**src/rtl/serial_add_sub.sv**
```systemverilog
// Bit-serial adder/subtractor: one full-add/full-subtract bit cell, LSB first, carry/borrow kept in a flop.
// Latency: start sampled on E0, bits on E1..E_WIDTH, done high for the one cycle after E_WIDTH.
// Backpressure: none; start is ignored while busy, and start during the done cycle chains a new operation.
module serial_add_sub #(
  parameter int WIDTH = 8
) (
  input  logic             clk,
  input  logic             rst_n,
  input  logic             start,
  input  logic             op,
  input  logic [WIDTH-1:0] A,
  input  logic [WIDTH-1:0] B,
  output logic             busy,
  output logic             done,
  output logic [WIDTH-1:0] R,
  output logic             CB
);

  localparam int CW = (WIDTH > 2) ? $clog2(WIDTH) : 1;
  localparam logic [CW-1:0] LAST_BIT = CW'(WIDTH - 1);

  typedef enum logic [1:0] {
    IDLE = 2'd0,
    RUN  = 2'd1,
    DONE = 2'd2
  } state_t;

  state_t state;
  state_t state_next;

  // Operand and result shift registers, op and carry/borrow of the running operation.
  logic [WIDTH-1:0] a_sr;
  logic [WIDTH-1:0] b_sr;
  logic [WIDTH-1:0] r_sr;
  logic             op_q;
  logic             c_q;
  logic [CW-1:0]    cnt;

  // Bit-cell signals.
  logic             a_bit;
  logic             b_bit;
  logic             sum_bit;
  logic             c_next;
  logic [WIDTH-1:0] r_next;
  logic             accept;
  logic             last_bit;

  // A new operation is taken only from IDLE or the DONE cycle; RUN ignores start.
  assign accept   = start && (state != RUN);
  assign last_bit = (state == RUN) && (cnt == LAST_BIT);

  // Full-add / full-subtract bit cell on the operand LSBs.
  always_comb begin
    a_bit   = a_sr[0];
    b_bit   = b_sr[0];
    sum_bit = a_bit ^ b_bit ^ c_q;
    if (op_q) begin
      c_next = (~a_bit & b_bit) | (~(a_bit ^ b_bit) & c_q);
    end else begin
      c_next = (a_bit & b_bit) | ((a_bit ^ b_bit) & c_q);
    end
    r_next = {sum_bit, r_sr[WIDTH-1:1]};
  end

  // State register.
  always_ff @(posedge clk or negedge rst_n) begin
    if (!rst_n) begin
      state <= IDLE;
    end else begin
      state <= state_next;
    end
  end

  // Next-state logic and status outputs.
  always_comb begin
    state_next = state;
    busy       = 1'b0;
    done       = 1'b0;
    case (state)
      IDLE: begin
        if (accept) begin
          state_next = RUN;
        end
      end
      RUN: begin
        busy = 1'b1;
        if (last_bit) begin
          state_next = DONE;
        end
      end
      DONE: begin
        done = 1'b1;
        if (accept) begin
          state_next = RUN;
        end else begin
          state_next = IDLE;
        end
      end
      default: begin
        state_next = IDLE;
      end
    endcase
  end

  // Operand capture on accept, then one shift/accumulate step per RUN cycle.
  always_ff @(posedge clk or negedge rst_n) begin
    if (!rst_n) begin
      a_sr <= '0;
      b_sr <= '0;
      r_sr <= '0;
      op_q <= 1'b0;
      c_q  <= 1'b0;
      cnt  <= '0;
    end else if (accept) begin
      a_sr <= A;
      b_sr <= B;
      r_sr <= '0;
      op_q <= op;
      c_q  <= 1'b0;
      cnt  <= '0;
    end else if (state == RUN) begin
      a_sr <= {1'b0, a_sr[WIDTH-1:1]};
      b_sr <= {1'b0, b_sr[WIDTH-1:1]};
      r_sr <= r_next;
      c_q  <= c_next;
      cnt  <= cnt + CW'(1);
    end
  end

  // Result and carry/borrow update only when the final bit is processed.
  always_ff @(posedge clk or negedge rst_n) begin
    if (!rst_n) begin
      R  <= '0;
      CB <= 1'b0;
    end else if (last_bit) begin
      R  <= r_next;
      CB <= c_next;
    end
  end

endmodule
```
**config.mk**
```make
export PLATFORM = sky130hd
export DESIGN_NAME = serial_add_sub
export DESIGN_NICKNAME = d
export VERILOG_FILES = /design/src/rtl/serial_add_sub.sv
export SDC_FILE = /design/constraint.sdc
export NUM_CORES = 1
export LEC_CHECK = 0
export CAP_MARGIN = 20
export CORE_MARGIN = 5
export CORE_UTILIZATION = 45
export CTS_CLUSTER_SIZE = 28
export DETAILED_ROUTE_END_ITERATION = 8
export GPL_TIMING_DRIVEN = 0
export PLACE_DENSITY = 0.68
export SLEW_MARGIN = 20
export SYNTH_ARGS = -nofsm -noshare
export SYNTH_HDL_FRONTEND = slang
export SYNTH_SLANG_ARGS = --single-unit
export TNS_END_PERCENT = 5
```
**constraint.sdc**
```tcl
create_clock -name clk -period 2 [get_ports clk]
set_input_delay 0.2 -clock clk [delete_from_list [all_inputs] [get_ports clk]]
set_output_delay 0.2 -clock clk [all_outputs]
set_load 0.005 [all_outputs]
```
==> impl.org <==
** Run status
- The run finished with clean final reports.

** Power and ir drop
- In this run, the combinational gates consume 35.5% of the power.
- For this design the ratio of total power to cell area is 1350 nW/µm².
- Sw Ratio :: 32.6%
- For this design the static power due to leakage is 0.00105 µW.
- Power comes to 2980 µW.
- Internal :: 2010 µW
- Worst ir drop on vdd :: 0.498 mV
- For this design the total switching power over the nets is 972 µW.
- Part of the total power dissipated in sequential elements :: 45.0%
- The clock network burns 19.5% of the power.

** Placed design
- Once detailed placement completed, the half-perimeter wirelength came to 2460 µm.
- Before CTS, the worst setup slack after placement is 0.306 ns.
- Input/output buffers :: 29
- The congestion estimate from routability-driven global placement came to 0.760.

** GRT
- GR met1 Demand/Resource :: 16.8%
- GRT Resource Usage Total :: 14.1%
- The number of global-route vias before repair came to 1285.
- In the global route stage, met2 resource usage came out at 23.2%.
- In this run the most used layer during global routing was met2.
- Entering global routing, the biggest net connects 32 pins.
- The number of antenna violations at the first check in global routing is 0.
- First-pass GRT wire length :: 5640 µm
- After global routing the overflow that remains totals 0.
- GR Util met3 :: 5.12%

** Timing
- The total count of max-transition violations in the final report came to 0.
- Slew headroom :: 83.7%
- Final Skew :: 0.00446 ns
- Static timing analysis puts the maximum clock frequency at 539 MHz.
- Setup slack closes at 0.146 ns.
- Setup violations remaining at the end of the flow were counted as 0.
- Final period utilization :: 92.7%
- Setup repair after global routing left no endpoint under its margin.
- Subtracting the final worst setup slack from the clock period gives 1.85 ns.
- Fin. Hold Viols :: 0
- Transition at the pin with the smallest max-transition slack :: 0.237 ns
- Minimum hold slack :: 0.294 ns

** Synthesis
- Counting every instance in the synthesized netlist gives 153.
- Synth unique cells :: 20
- The synthesized design contains 39 register bits.
- Ranked by total cell area, the synthesized netlist is headed by dfrtp_1, mux2i_1, nand2_1.
- Sequential share of the synthesized area :: 56.4%
- Yosys printed 0 warnings.
- Post-synthesis cell area :: 1730 µm²
- When the netlist entered floorplanning its net count stood at 177.
- Mapped Avg Cell Area :: 11.3 µm²
- Dominant cell type by area after synthesis :: dfrtp_1
- Fraction of synthesized cell area taken by the top area cell type :: 56.4%

** Clock network
- Number of CTS-inserted buffers :: 5
- Number of H-tree levels :: 2
- In this run the deepest clock path goes through 2 buffers.
- After clock tree synthesis, the clock-pin slew on the worst setup and hold paths is 0.07 ns.
- TritonCTS built the clock tree.
- CTS placed an instance of clkbuf_8 at the clock tree root.
- The tree built by TritonCTS fans out to 39 sinks.
- Clock latency of the later-clocked register in the worst-skew pair :: 0.29 ns

** Floorplanning
- Site Rows :: 22
- 31 I/O pins were placed.
- Total Die Area :: 5190 µm²
- The die is 72.0 µm tall.
- The initial utilization of the core area, before any placement, comes to 46.9%.
- Core box area :: 3690 µm²
- Measured along the x axis, the die boundary spans 72.0 µm.

** Worst setup path
- Type of element capturing the critical path :: primary output
- Data arrival time of the critical path :: 1.65 ns
- Critical path cell sequence :: nand2b_2 > inv_4 > clkdlybuf4s50_1
- Of all nets on the critical path, the largest fanout is 14.
- Required arrival time at the worst endpoint :: 1.80 ns
- Slowest stage cell on the critical path :: clkdlybuf4s50_1
- The number of buffers and inverters on the critical path is 2.
- On the critical path the largest part of the delay comes from buffers and inverters.
- The worst setup path is of the register to primary output kind.
- STA classifies the critical path startpoint as a register.
- On the worst path, the slowest cell contributes a delay of 0.53 ns.

** Layout
- Fill cells in the final layout number 332.
- 0 antenna diodes ended up in the layout.
- In the final layout, the multi-input gates occupy 669 µm².
- Cells with a size suffix above 1 make up 14.1% of the layout.
- Across the whole layout, storage elements account for 976 µm².
- Synth-to-layout area growth :: 27.3%
- Final layout net count :: 214

** Route
- Detailed routing inserted a total of 1213 vias.
- For this block, the routed nets add up to 3330 µm of wire.
- Remaining antenna violation count after routing :: 0
- Drt first-iter violations :: 15
- Via density :: 5.08
- Post-detailed-route wirelength per cell :: 13.9 µm
- The pre-antenna-repair detailed-routing pass consisted of 6 iterations.
- Residual DRC count :: 0

** Min path
- Type of the most critical hold path :: input pin to async pin

** Flow run
- Across the run, the number of max-cap violations was 0.
==> power by group through the flow <==
| stage | clock network (µW) | registers (µW) | logic [µW] |
|---|---|---|---|
| 3_5_place_dp | 0 | 1360 | 1080 |
| 4_1_cts | 600 | 1340 | 1070 |
| 2_1_floorplan | 0 | 1310 | 655 |
| 3_3_place_gp | 0 | 1330 | 1030 |
| 5_1_grt | 630 | 1380 | 1190 |
| 6_report | 581 | 1340 | 1060 |
==> final cells by class <==
| cell class | count | share of cell area [%] |
|---|---|---|
| Sequential cell | 39 | 44.3 |
| Multi-Input combinational cell | 99 | 30.4 |
| Timing Repair Buffer | 31 | 14.3 |
| Clock buffer | 8 | 4.54 |
| Tap cell | 48 | 2.73 |
| Buffer | 8 | 2.61 |
| Inverter | 6 | 1.14 |
==> timing repair <==
| action | in CTS | in global routing |
|---|---|---|
| hold buffers | 1 | 0 |
| buffers inserted | 0 | 0 |
| gates cloned | 0 | 0 |
| setup endpoints to repair | 1 | 1 |
| endpoints found under the hold margin | 8 | 0 |
| resized for setup | 0 | 1 |
==> sequential cells by signal, summed over array words and instances, names as in the netlist <==
| name | flops |
|---|---|
| a_sr | 8 |
| op_q | 1 |
| b_sr | 8 |
| state | 2 |
| c_q | 1 |
| cnt | 3 |
| R | 8 |
| r_sr | 7 |
| CB | 1 |
==> synthesized netlist by cell type (all sizes together) <==
master and number:
inv 6, mux2 8, nor2 2, nor2b 1, o22ai 1, nand2b 1, nand3b 1, mux2i 18
dfrtp 39, ha 2, o21ai 26, nand2 35, nand3 2, fa 2, clkbuf 2, buf 7
==> routing by layer <==
layer	share of wire [%]	vias up	wire length (µm)
met2	48	31	1590
met5	0	-	0
met3	6.1	6	203
met4	1.6	0	52
met1	45	595	1490
li1	-	581	-
==> metrics by stage <==
step	setup TNS [ns]	area, µm²	std cells	util (%)
CTS	0	2200	239	59.7
detailed placement	0	2100	231	56.8
global route	0	2200	239	59.7
finish	0	2200	239	59.7
global placement	-5.07	2080	230	56.4
floorplan	0	1730	153	-
==> cell families after synthesis <==
group	share of synthesized area [%]
buffers and inverters	4.92
and+or+nand+nor	9.91
muxes	17.1
DFF	56.4
adders and majority gates	3.76
AOI/OAI and AO/OA	7.88
==> path summary, 6_finish.rpt <==
check,startpoint,end,slack (ns),cells past startpoint
worst max-delay path,state[1],busy,0.15,3
worst min-delay path,rst_n,R[2],0.29,2
worst max register to register,cnt[0],R[4],0.48,5
worst min register to register,b_sr[4],b_sr[3],0.49,2
max in group asynchronous,rst_n,r_sr[5],1.28,3
min in group clk,start,a_sr[6],0.35,3
==> placed cells by master, fill, tap and decap left out <==
master / instances
fa_1: 2
buf_6: 2
buf_2: 3
inv_4: 1
mux2i_1: 18
buf_4: 2
mux2_4: 7
ha_1: 2
nand2b_2: 1
inv_1: 5
nand2_1: 35
dfrtp_1: 39
clkbuf_8: 7
nor2b_1: 1
o21ai_0: 26
buf_12: 1
o22ai_1: 1
mux2_2: 1
clkbuf_2: 2
dlygate4sd3_1: 1
nand3_1: 2
clkdlybuf4s50_1: 28
clkbuf_1: 1
nor2_1: 2
nand3b_1: 1
No activity file was read; power rests on OpenSTA's default activity.
